[src/rtl/timer_sched.sv]
// Round-robin scheduler that lends one shared free-running timer to NREQ requesters,
// one job at a time, and pulses done when the granted requester's duration has elapsed.
module timer_sched #(
    parameter int NREQ = 4,
    parameter int TW   = 16
) (
    input  logic               clk,
    input  logic               rst,
    input  logic [NREQ-1:0]    req,
    input  logic [NREQ*TW-1:0] dur,
    input  logic [TW-1:0]      t_out,
    input  logic               t_valid,
    output logic               t_en,
    output logic [NREQ-1:0]    gnt,
    output logic [NREQ-1:0]    done,
    output logic               busy,
    output logic               err,
    output logic [1:0]         dbg_state
);

    localparam int IW = (NREQ > 1) ? $clog2(NREQ) : 1;

    typedef enum logic [1:0] {
        IDLE = 2'd0,
        LOAD = 2'd1,
        RUN  = 2'd2,
        DONE = 2'd3
    } state_t;

    state_t        state;
    logic [IW-1:0] last_q;
    logic [IW-1:0] win_q;
    logic [IW-1:0] win_idx;
    logic [IW-1:0] cand_idx;
    logic          win_found;
    logic [TW-1:0] win_dur;
    logic [TW-1:0] dur_q;
    logic [TW-1:0] start_q;
    logic [TW-1:0] elapsed;
    logic [TW-1:0] elapsed_next;
    logic          t_en_d;
    logic          abort;
    int            cand;

    // Modular subtraction keeps elapsed correct across the timer wrapping to zero.
    assign elapsed      = t_out - start_q;
    assign elapsed_next = elapsed + {{(TW-1){1'b0}}, t_en};
    assign abort        = !req[win_q];
    assign busy         = (state != IDLE);
    assign dbg_state    = state;

    // Search starts one past the last granted index so every requester gets a turn.
    always_comb begin
        win_found = 1'b0;
        win_idx   = '0;
        cand      = 0;
        cand_idx  = '0;
        for (int k = 1; k <= NREQ; k++) begin
            cand     = (int'(last_q) + k) % NREQ;
            cand_idx = IW'(cand);
            if (!win_found && req[cand_idx]) begin
                win_found = 1'b1;
                win_idx   = cand_idx;
            end
        end
    end

    always_comb begin
        win_dur = dur[win_idx*TW +: TW];
    end

    // t_en is registered: the value for the next cycle is predicted from the
    // elapsed count that the timer will show once this cycle's enable has counted.
    always_ff @(posedge clk or posedge rst) begin
        if (rst) begin
            state   <= IDLE;
            t_en    <= 1'b0;
            t_en_d  <= 1'b0;
            gnt     <= '0;
            done    <= '0;
            err     <= 1'b0;
            dur_q   <= '0;
            start_q <= '0;
            win_q   <= '0;
            last_q  <= IW'(NREQ - 1);
        end else begin
            t_en_d <= t_en;
            if (t_en_d != t_valid) begin
                err <= 1'b1;
            end
            done <= '0;
            case (state)
                IDLE: begin
                    t_en <= 1'b0;
                    if (win_found) begin
                        gnt    <= NREQ'(1) << win_idx;
                        win_q  <= win_idx;
                        last_q <= win_idx;
                        dur_q  <= win_dur;
                        t_en   <= (win_dur != '0);
                        state  <= LOAD;
                    end
                end
                LOAD: begin
                    start_q <= t_out;
                    if (abort) begin
                        state <= IDLE;
                        gnt   <= '0;
                        t_en  <= 1'b0;
                    end else if (dur_q == '0) begin
                        state <= DONE;
                        done  <= gnt;
                        t_en  <= 1'b0;
                    end else begin
                        state <= RUN;
                        t_en  <= (dur_q != TW'(1));
                    end
                end
                RUN: begin
                    if (abort) begin
                        state <= IDLE;
                        gnt   <= '0;
                        t_en  <= 1'b0;
                    end else if (elapsed == dur_q) begin
                        state <= DONE;
                        done  <= gnt;
                        t_en  <= 1'b0;
                    end else begin
                        t_en <= (elapsed_next != dur_q);
                    end
                end
                DONE: begin
                    state <= IDLE;
                    gnt   <= '0;
                    t_en  <= 1'b0;
                end
                default: begin
                    state <= IDLE;
                    gnt   <= '0;
                    t_en  <= 1'b0;
                end
            endcase
        end
    end

endmodule

[config.mk]
export PLATFORM = sky130hd
export DESIGN_NAME = timer_sched
export DESIGN_NICKNAME = d
export VERILOG_FILES = /design/src/rtl/timer_sched.sv
export SDC_FILE = /design/constraint.sdc
export NUM_CORES = 1
export LEC_CHECK = 0
export ABC_AREA = 0
export BUFFER_PORTS_ARGS = -buffer_cell sky130_fd_sc_hd__buf_2
export CAP_MARGIN = 0
export CORE_AREA = 2 2 103 105
export DETAILED_ROUTE_END_ITERATION = 10
export DIE_AREA = 0 0 105 107
export PLACE_DENSITY = 0.67
export SLEW_MARGIN = 10
export SYNTH_ARGS = -nofsm -noshare
export SYNTH_HDL_FRONTEND = slang
export SYNTH_SLANG_ARGS = --single-unit
[constraint.sdc]
create_clock -name clk -period 3.3 [get_ports clk]
set_clock_uncertainty 0.15 [all_clocks]
set_input_delay 0.495 -clock clk [delete_from_list [all_inputs] [get_ports clk]]
set_output_delay 0.495 -clock clk [all_outputs]
set_load 0.1 [all_outputs]
After elaboration in Yosys (flattened, before gate mapping)
Index checks and enable logic that the tools add are counted.
W data, S select, Z words.
{"block": "classes", "n_div": 0, "n_eq_ne": 10, "n_mux": 38, "n_reduce_logical": 14, "mul": 0, "bitwise": 0, "order_cmp": 5, "add_sub_neg": 6, "shift": 2}
{"operator": "$shiftx A64 B7 Y16", "count": 1}
{"operator": "$mux W4", "count": 6}
{"operator": "$add A16 B1 Y16", "count": 1}
{"operator": "$eq A16 B16 Y1", "count": 1}
{"operator": "$logic_not A16 Y1", "count": 1}
{"operator": "$mux W2", "count": 8}
{"operator": "$ne A16 B1 Y1 const B", "count": 1}
{"operator": "$ne A16 B16 Y1", "count": 1}
{"operator": "$reduce_bool A16 Y1", "count": 1}
{"operator": "$sub A16 B16 Y16", "count": 1}
{"operator": "$lt A2 B3 Y1 const B", "count": 5}
{"operator": "$mux W1", "count": 15}
{"operator": "$pmux W4 S3", "count": 1}
{"operator": "$bmux W1 S2", "count": 5}
{"operator": "$pmux W2 S4", "count": 1}
{"operator": "$pmux W4 S2", "count": 1}
{"operator": "$reduce_and A2 Y1", "count": 3}
{"operator": "$add A2 B1 Y2 const B", "count": 2}
{"operator": "$add A2 B2 Y2 const B", "count": 2}
{"operator": "$eq A2 B2 Y1 const B", "count": 2}
{"operator": "$ne A2 B2 Y1 const B", "count": 2}
{"operator": "$pmux W1 S4", "count": 1}
{"operator": "$shl A1 B2 Y4 const A", "count": 1}
{"operator": "$logic_and A1 B1 Y1", "count": 3}
{"operator": "7 further kinds", "count": 9}
{"block": "totals", "latchBits": 0, "mem_bits_ro": 0, "regBits": 49, "mem_bits_rw": 0, "n_memories": 0, "out_inout_bits": 13, "inputBits": 87, "elab_cells": 85}

Longest topological paths before layout
Gate-level depths: netlist of the first run.
{"block": "logic_depth", "depth_word": 17, "depth_mapped": 14, "ltp_nobuf": 14}

Least setup slack after synthesis of the first run
Ideal clock, no wire load.
{"block": "synth_timing", "path_kind": "input -> register", "from": "input port t_out[0]", "to": "register t_en", "t_arrival_ns": 3.351, "path_slack_ns": -0.319, "setup_ns": 0.118, "required_time_ns": 3.032, "cell_stages": 13, "cell_sequence": "inv_1 ha_1 fa_1 xnor2_1 and3_1 nor4b_1 o211ai_2 xnor2_1 or3_1 a2111oi_0 o2111a_1 o221ai_1 a21o_1"}
{"block": "synth_between", "elab_chain_cells": 6, "elab_cells_between_ends": 7, "cone_classes": "add/sub: 2; eq/ne: 2; mux: 3"}
{"item": "start, declared", "line_no": "11", "source": "input logic [TW-1:0] t_out,"}
{"item": "$sub A16 B16 Y16 *", "line_no": "46", "source": "assign elapsed = t_out - start_q;"}
{"item": "$add A16 B1 Y16", "line_no": "47", "source": "assign elapsed_next = elapsed + {{(TW-1){1'b0}}, t_en};"}
{"item": "$ne A16 B16 Y1", "line_no": "129", "source": "t_en <= (elapsed_next != dur_q);"}
{"item": "$mux W1 *", "line_no": "124", "source": "end else if (elapsed == dur_q) begin"}
{"item": "$mux W1 *", "line_no": "120", "source": "if (abort) begin"}
{"item": "$pmux W1 S4 *", "line_no": "92", "source": "case (state)"}
{"item": "end signal, assigned", "line_no": "100", "source": "t_en <= (win_dur != '0);"}
{"item": "end signal, assigned", "line_no": "116", "source": "t_en <= (dur_q != TW'(1));"}
{"item": "end signal, assigned", "line_no": "129"}
{"item": "end, declared", "line_no": "13", "source": "output logic t_en,"}
Mark *: on every way between the ends. The rest lies on a longest branch, timed or not.
A chain may end at the register's enable or synchronous reset.

Worst setup path after layout of the first run
{"block": "layout_timing", "from": "register start_q[0]", "to": "register t_en"}
{"block": "layout_between", "elab_chain_cells": 6, "elab_cells_between_ends": 7, "cone_classes": "add/sub: 2; eq/ne: 2; mux: 3"}
{"item": "start, declared", "line_no": "38", "source": "logic [TW-1:0] start_q;"}
{"item": "start signal, assigned", "line_no": "105", "source": "start_q <= t_out;"}
{"item": "$sub A16 B16 Y16 *", "line_no": "46"}
{"item": "$add A16 B1 Y16", "line_no": "47"}
{"item": "$ne A16 B16 Y1", "line_no": "129"}
{"item": "$mux W1 *", "line_no": "124"}
{"item": "$mux W1 *", "line_no": "120"}
{"item": "$pmux W1 S4 *", "line_no": "92"}
Marks and branches as above.

==> reports/results.ini, run 1 <==
[setup_path]
critical_path_peak_fanout = 5
arrival_ns = 3.55
crit_path_start_kind = flop
critical_path_required_ns = 3.37
crit_type = reg -> reg
end_kind = flop

[clock_network]
cts_root_buf = clkbuf_8
clock_path_buffers = 2
cts_max_level = 2
cts_tree = yes
cts_sinks = 49
clkLatencyLatePin_ns = 0.32
cts_hold_buf = 0
cts_buffers = 5
path_clk_slew_ns = 0.11

[flow_run]
cap_viol_max_count = 0

[global_routing]
grt_start_max_net_pins = 50
grt_first_pass_wirelength_mm = 19.5
grt_usage_pct = 20.8
grt_pass1_vias = 4283
antenna_found_initial = 0
gr-total-overflow = 0

[routing]
final_antenna_net_count = 0
drc = 0
vias_per_cell = 5.33
firstDrtPassIters = 4
wl_per_cell_um = 14.2
routed_wl_mm = 11.6
dr.first_iter.drc_count = 219
vias = 4342

[floorplan]
num_rows = 37
fp.coreArea_um2 = 10100
dieWidth_um = 105
io_pins = 100
die-area_um2 = 11200
die-height_um = 107
initial_core_util_pct = 44.4

[yosys]
synth_top_cell_area_share_pct = 26.2
ys_top_cells_by_count = 70 x nand2_1, 57 x o21ai_0, 47 x dfrtp_1
synth.most_common_cell = nand2_1
postSynth.asyncResetShare_pct = 100
synthFlopType = dfrtp_1
ys_types = 72
synth_nets = 640
yosys_warnings = 0
syn_area_per_cell_um2 = 8.45
synth_area_leaders = dfrtp_1 26%, o21ai_0 6.4%, ha_1 5.9%, nand2_1 5.9%, mux2_2 5.0%
synth_seq_cells = 49
yosysTopAreaCell = dfrtp_1
ys_seq_area_share_pct = 27.4
syn_inst = 531
syn_area_um2 = 4480
synth_edf_count = 0

[power_and_ir_drop]
power_density_nw_per_um2 = 1110
power_mw = 6.46
ir_drop_v = 0.000519
power_leakage_nw = 2.70

[placed_design]
gp_congestion = 0.848
io_buffer_count = 99
hpwl_mm = 9.01
post_dp_cell_area_um2 = 5550
pre_cts_slack_ns = -0.505

[sta]
setup_ws_ns = -0.183
final-setup-viol-count = 7
rsz0062_at_grt = yes
tightest_slew_ns = 1.08
fmax_mhz = 287
min_period_ns = 3.48
maxSlewViolCount = 0
slew_headroom_pct = 27.8
hold_violations = 0
finalCritPeriodShare_pct = 106
tns_ns = -1.07

[layout]
layout.nets = 787
final_core_util_pct = 57.4
drive_above_1_share_pct = 35.3
antenna_cells = 0
final_area_um2 = 5790
area_growth_pct = 29.2

[status]
violations = setup timing
status = complete, but fails checks

[min_path]
hold_path.class = in -> reg

[registers in the layout (all words and copies together) (netlist names)]
register / cells
dbg_state: 2
done: 4
dur_q: 16
err: 1
gnt: 4
last_q: 2
start_q: 16
t_en: 1
t_en_d: 1
win_q: 2
[repair_timing]
action | 4_1_cts | 5_1_grt
resized for setup | 6 | 10
gates cloned | 0 | 0
setup endpoints to repair | 7 | 7
pin swaps | 11 | 8
buffers inserted | 7 | 1
hold endpoints to repair | 0 | 0
[metrics by stage]
step | std cells | hold slack [ns]
finish | 815 | 0.243
global route | 815 | 0.246
CTS | 814 | 0.240
detailed placement | 799 | 0.298
global placement | 799 | 0.293
floorplan | 531 | 0.312
[critical path: stages, from the launching register on]
cell and delay [ns]:
dfrtp_1 0.42, ha_4 0.17, fa_2 0.36, and2b_4 0.29
o21a_1 0.17, buf_4 0.14, or3_1 0.11, o211ai_1 0.14
buf_4 0.16, nand2b_1 0.20, or3_1 0.33, a21boi_0 0.26
o21a_1 0.19, o221ai_2 0.11, a21o_1 0.18
[per-layer routing]
| metal | wire (µm) | global-route usage [%] | vias to the layer above |
|---|---|---|---|
| met3 | 474 | 2.37 | 11 |
| met4 | 142 | 4.48 | 0 |
| met1 | 5240 | 27.0 | 2006 |
| met2 | 5740 | 37.3 | 127 |
| met5 | 0 | 0 | - |
| li1 | - | - | 2198 |
[final timing paths]
kind / startpoint / endpoint / slack (ns) / depth (start not counted)
setup / recovery: start_q[0] / t_en / -0.18 / 14
hold reg to reg: t_en / t_en_d / 0.32 / 0
max in group asynchronous: rst / dur_q[1] / 2.09 / 2
hold / removal: t_out[4] / start_q[4] / 0.24 / 3
min in group asynchronous: rst / start_q[11] / 0.26 / 2
setup reg to reg: start_q[0] / t_en / -0.18 / 14
[logic make-up after synthesis]
group                    count (synthesis)  synth area share (%)
buffers and inverters                   57                  5.30
flip-flops                              49                  27.4
multiplexers                            42                  10.2
AO/OA/AOI/OAI                          134                  20.4
adder cells (fa/ha/maj)                 22                  6.31
AND/OR/NAND/NOR                        194                  22.6
XOR/XNOR                                33                  7.84
[power by group]
part,leakage [nW],internal (mW),switching (mW)
Combinational,2.06,2.23,2.72
Clock,0.0506,0.159,0.248
Sequential,0.598,0.873,0.228
Total,2.70,3.26,3.19
[cell type report]
class,count,area [µm²]
clock buffer,5,68.8
inverter,30,120
sequential,49,1230
clock inverter,3,28.8
tap,136,170
fill,973,4300
timing repair buffer,167,1020
multi-input combinational,425,3160
[placed cells by master, fill, tap and decap left out, types with 3 or more instances in the layout]
cell	count
dfrtp_1	47
nand2_1	70
buf_4	67
xnor3_1	4
nor2_1	27
a21oi_2	4
mux2i_1	21
o21a_1	4
nand4_1	8
and3_1	3
nor4_2	4
nand3b_1	3
and4_1	4
or3_1	7
a21o_1	4
nor4_4	3
nor3_1	13
inv_1	28
buf_2	99
a211oi_1	5
o211ai_1	7
xnor2_1	18
nor4_1	5
nand4b_1	3
clkbuf_8	5
nand2b_1	8
nand3_1	16
mux2_2	20
a21oi_1	17
and2_1	7
ha_1	20
xor2_1	8
o21ai_0	57
No activity file was read; power rests on OpenSTA's default activity.
==> run 2, diff against run 1 <==
- ABC_CLOCK_PERIOD_IN_PS: unset -> 3300
- SKIP_LAST_GASP: unset -> 1
==> run 2 against run 1 <==
Combinational power hardly changed. The run still ends with setup timing left. Non-clock buffer count stayed put. Die area stayed put. Maximum frequency is 0.42% lower. Clock power hardly changed. Final cell count stayed put. Routed wire length is 0.35% lower. Largest power group unchanged. Critical endpoint unchanged. Global-route usage stayed put. Sequential share of layout area hardly changed.
==> reports/results.ini, run 2 (synthesis gave the netlist of run 1 again) <==
[floorplan]
io_pins = 100  ; unchanged
die-height_um = 107  ; unchanged
initial_core_util_pct = 44.4  ; unchanged
num_rows = 37  ; unchanged
die-area_um2 = 11200  ; unchanged
fp.coreArea_um2 = 10100  ; unchanged
dieWidth_um = 105  ; unchanged

[layout]
final_cell_mix = 99 x buf_2, 70 x nand2_1, 67 x buf_4
area_growth_pct = 29.1
drive_above_1_share_pct = 35.2  ; -0.15 points
final_common_cell = buf_2
final_core_util_pct = 57.4  ; -0.062 points
n_fill_cell = 975  ; +0.21%
final_cells = 815  ; unchanged
reg.largest.list = dur_q: 16 flops, start_q: 16 flops
layout.nets = 787  ; unchanged
antenna_cells = 0  ; unchanged

[setup_path]
end_kind = flop
worst-path-buf-inv = 2  ; unchanged
reg2reg_to = t_en
reg2reg_from = start_q[0]
cp-endpoint = t_en
critical_path_depth = 14  ; unchanged
worst_path_max_delay_cell = dfrtp_1
path_delay_family = compound AO/OA/AOI/OAI gates
cp-startpoint = start_q[0]
critical_path_peak_fanout = 5  ; unchanged
crit_chain = ha_4 -> fa_2 -> and2b_4 -> o21a_1 -> buf_4 -> or3_1 -> o211ai_1 -> buf_4 -> nand2b_1 -> or3_1 -> a21boi_0 -> o21a_1 -> o221ai_1 -> a21o_1
rrSetupSlack_ns = -0.20  ; about the same
reg2reg_depth = 14  ; unchanged
crit_path_start_kind = flop
arrival_ns = 3.57  ; +0.02 ns
crit_type = reg -> reg
critical_path_required_ns = 3.37  ; about the same
cpPeakStageDelay_ns = 0.42  ; about the same

[status]
violations = setup timing
status = complete, but fails checks

[routing]
wl_per_cell_um = 14.2  ; -0.35%
dr.first_iter.drc_count = 237  ; +8.2%
routed_wl_mm = 11.6  ; -0.35%
vias = 4352  ; +0.23%
firstDrtPassIters = 5  ; +1
drc = 0  ; unchanged
final_antenna_net_count = 0  ; unchanged
vias_per_cell = 5.34  ; +0.23%

[power_and_ir_drop]
power_leakage_nw = 2.70  ; about the same
power_mw = 6.45  ; -0.15%
ir_drop_v = 0.000512  ; -1.5%
power_density_nw_per_um2 = 1110  ; about the same

[clock_network]
clkLatencyLatePin_ns = 0.32  ; about the same
clock_path_buffers = 2  ; unchanged
cts_hold_buf = 0  ; unchanged
cts_buffers = 5  ; unchanged
path_clk_slew_ns = 0.11  ; about the same
cts_root_buf = clkbuf_8
cts_sinks = 49  ; unchanged
cts_tree = yes
cts_max_level = 2  ; unchanged

[placed_design]
hpwl_mm = 9.01  ; unchanged
pre_cts_slack_ns = -0.505  ; unchanged
gp_congestion = 0.848  ; unchanged
io_buffer_count = 99  ; unchanged
dp.cells = 799  ; unchanged

[flow_run]
cap_viol_max_count = 0  ; unchanged

[global_routing]
grt_pass1_vias = 4283  ; unchanged
antenna_found_initial = 0  ; unchanged
grt_usage_pct = 20.8  ; unchanged
grt_start_max_net_pins = 50  ; unchanged
grt_first_pass_wirelength_mm = 19.5  ; unchanged
gr-total-overflow = 0  ; unchanged

[sta]
rsz0062_at_grt = yes
fmax_mhz = 286  ; -0.42%
final-setup-viol-count = 7  ; unchanged
hold_slack_ns = 0.242  ; -0.000694 ns
maxSlewViolCount = 0  ; unchanged
slew_headroom_pct = 27.8  ; about the same
finalCritPeriodShare_pct = 106  ; +0.44 points
min_period_ns = 3.50  ; +0.0145 ns
setup_ws_ns = -0.198  ; -0.0145 ns
hold_violations = 0  ; unchanged
tightest_slew_ns = 1.08  ; +0.0000451 ns

[min_path]
hold_path.class = in -> reg

run 2: layer usage:
metal | global-route usage (%) | up-vias | wire length (µm)
met4 | 4.48 | 0 | 153
li1 | - | 2199 | -
met1 | 27.0 | 2001 | 5230
met5 | 0 | - | 0
met3 | 2.37 | 15 | 459
met2 | 37.3 | 137 | 5710
run 2: power by group:
part / switching (mW) / total [mW] / internal, mW
Sequential: 0.227 / 1.10 / 0.873
Combinational: 2.71 / 4.94 / 2.23
Clock: 0.249 / 0.409 / 0.159
run 2: repair_timing:
| item | in CTS | in global routing |
|---|---|---|
| pin swaps | 11 | 8 |
| gates resized for setup | 6 | 9 |
| setup endpoints to repair | 7 | 7 |
| setup buffers | 7 | 1 |
run 2: final cells by class:
class	count	area, µm²	area share (%)
clock buffer	5	68.8	1.19
clock inverter	3	28.8	0.497
inverter	30	120	2.08
multi-input combinational	425	3150	54.5
sequential	49	1230	21.2
tap	136	170	2.94
timing repair buffer	167	1020	17.6
run 2: how the worst min path moves through the flow:
stage	start	to	slack (ns)	cells after the start
floorplan	t_en_d	err	0.31	2
global placement	err	err	0.29	1
detailed placement	err	err	0.30	1
CTS	t_out[10]	start_q[10]	0.24	3
global route	t_out[5]	start_q[5]	0.25	3
finish	t_out[4]	start_q[4]	0.24	3
run 2: worst min-delay path, stage by stage:
cell and delay (ns):
buf_2 0.09, nand2_1 0.04, o21ai_0 0.06
run 2: stage by stage:
step                      instance area, µm²  setup TNS (ns)
after CTS                               5730          -0.808
after floorplan                         4530          -0.157
after global routing                    5790           -1.98
after global placement                  5550           -2.47
after detailed placement                5550           -3.23
final                                   5790           -1.01
==> run 3, diff against run 2 <==
- SETUP_SLACK_MARGIN: unset -> 0.4
==> run 3 against run 2 <==
Largest cell class unchanged. Sequential share of layout area decreased by 0.35 points. Combinational power increased by 3%. Register-to-register slack improved by 0.096 ns. Clock-buffer cell count unchanged. Flip-flop and latch count unchanged. The flow still finishes with violations (setup timing). Power increased by 2.0%. Non-clock buffer count decreased by 4. Final cell count decreased by 0.49%. Worst hold slack improved by 0.0053 ns.
==> reports/results.ini, run 3 (synthesis gave the netlist of run 1 again) <==
[setup_path]
crit_path_start_kind = flop
crit_type = reg -> reg
critical_path_peak_fanout = 3  ; -2
arrival_ns = 3.47  ; -0.10 ns
critical_path_required_ns = 3.37  ; about the same
end_kind = flop

[routing]
vias_per_cell = 5.43  ; +1.7%
firstDrtPassIters = 5  ; unchanged
routed_wl_mm = 11.5  ; -0.22%
dr.first_iter.drc_count = 226  ; -4.6%
drc = 0  ; unchanged
final_antenna_net_count = 0  ; unchanged
wl_per_cell_um = 14.2  ; +0.27%
vias = 4405  ; +1.2%

[power_and_ir_drop]
switching_share_pct = 49.2  ; -0.24 points
power_leakage_nw = 2.70  ; about the same
clockPowerShare_pct = 6.0  ; -0.3 points
ir_drop_v = 0.000477  ; -6.8%
comb_power_share_pct = 77.1  ; +0.5 points
power_mw = 6.58  ; +2.0%
power.internal_mw = 3.35  ; +2.5%
pwr-share-seq_pct = 16.9  ; -0.2 points
p_sw_mw = 3.23  ; +1.5%
power_density_nw_per_um2 = 1120  ; +0.36%

[sta]
setup_ws_ns = -0.101  ; +0.0961 ns
slew_headroom_pct = 29.5  ; +1.7 points
finalCritPeriodShare_pct = 103  ; -2.9 points
hold_violations = 0  ; unchanged
tightest_slew_ns = 1.06  ; -0.0250 ns
rsz0062_at_grt = yes
hold_slack_ns = 0.248  ; +0.00535 ns
final-setup-viol-count = 5  ; -2
fmax_mhz = 294  ; +2.8%
maxSlewViolCount = 0  ; unchanged
min_period_ns = 3.40  ; -0.0961 ns

[clock_network]
cts_max_level = 2  ; unchanged
cts_hold_buf = 0  ; unchanged
clock_path_buffers = 2  ; unchanged
path_clk_slew_ns = 0.11  ; about the same
cts_sinks = 49  ; unchanged
cts_root_buf = clkbuf_8
cts_buffers = 5  ; unchanged
clkLatencyLatePin_ns = 0.32  ; about the same
cts_tree = yes

[global_routing]
grt_start_max_net_pins = 50  ; unchanged
grt_pass1_vias = 4465  ; +4.2%
grt_usage_pct = 21.0  ; +0.16 points
antenna_found_initial = 0  ; unchanged
grt_util_met1_pct = 26.4  ; -0.51 points
gr-total-overflow = 0  ; unchanged
grt.met3_usage_pct = 3.04  ; +0.67 points
grtUsageMet2_pct = 37.3  ; -0.046 points
grt_first_pass_wirelength_mm = 19.7  ; +1.4%
grt_busiest_layer = met2

[min_path]
hold_path.class = in -> reg

[layout]
antenna_cells = 0  ; unchanged
drive_above_1_share_pct = 36.7  ; +1.5 points
layout.nets = 783  ; -0.51%
reg.largest.list = dur_q: 16 flops, start_q: 16 flops
final_area_um2 = 5880  ; +1.7%
final_core_util_pct = 58.3  ; +0.95 points
area_growth_pct = 31.2
final_common_cell = buf_2
final_cell_mix = 99 x buf_2, 70 x nand2_1, 60 x buf_4

[status]
status = complete, but fails checks
violations = setup timing

[floorplan]
die-height_um = 107  ; unchanged
dieWidth_um = 105  ; unchanged
die-area_um2 = 11200  ; unchanged
initial_core_util_pct = 44.4  ; unchanged
fp.coreArea_um2 = 10100  ; unchanged
num_rows = 37  ; unchanged
io_pins = 100  ; unchanged

[flow_run]
cap_viol_max_count = 0  ; unchanged

[placed_design]
hpwl_mm = 8.95  ; -0.69%
post_dp_cell_area_um2 = 5540  ; -0.29%
pre_cts_slack_ns = -0.425  ; +0.0799 ns
gp_congestion = 0.853  ; +0.62%
io_buffer_count = 99  ; unchanged

run 3: routing by layer:
metal | routed length, µm | vias up
met5 | 0 | -
met4 | 223 | 0
met3 | 646 | 28
met2 | 5640 | 163
met1 | 5030 | 2020
li1 | - | 2194
run 3: timing repair:
action | in CTS | in global routing
setup buffers | 4 | 3
resized for setup | 16 | 19
setup endpoints to repair | 7 | 7
pin swaps | 12 | 10
run 3: cell type report:
cell class / count / area, µm²
Clock buffer: 5 / 68.8
Inverter: 30 / 120
Timing Repair Buffer: 163 / 1000
Clock inverter: 3 / 28.8
Fill cell: 945 / 4210
Sequential cell: 49 / 1230
Multi-Input combinational cell: 425 / 3270
Tap cell: 136 / 170
run 3: power by group through the flow:
stage | registers (mW) | clock network, mW | logic (mW)
floorplan | 1.24 | 0 | 3.09
finish | 1.11 | 0.398 | 5.07
global placement | 1.11 | 0 | 4.53
global route | 1.15 | 0.444 | 5.56
detailed placement | 1.11 | 0 | 4.64
CTS | 1.11 | 0.413 | 4.83
run 3: metrics by stage:
step	std cells	TNS, ns
floorplan	531	-0.157
finish	811	-0.113
global placement	796	-1.88
CTS	808	-0.0955
global route	811	-1.02
detailed placement	796	-2.40
run 3: path summary, 6_finish.rpt:
path	start	to	slack [ns]	cells past startpoint
setup / recovery	start_q[0]	t_en	-0.10	13
hold / removal	t_out[8]	start_q[8]	0.25	3
setup reg to reg	start_q[0]	t_en	-0.10	13
hold reg to reg	err	err	0.32	1
max in group asynchronous	rst	dur_q[5]	2.09	2
min in group asynchronous	rst	start_q[8]	0.27	2
run 3: worst max-delay path, stage by stage, from the launching register on:
cell	delay [ns]
dfrtp_1	0.42
ha_4	0.17
fa_2	0.33
and2b_4	0.27
o2111a_4	0.23
buf_6	0.10
nor4_2	0.05
a2111oi_4	0.29
nand4_2	0.20
or4_4	0.53
nor4_2	0.15
or3_1	0.14
o221ai_1	0.09
a21o_1	0.17
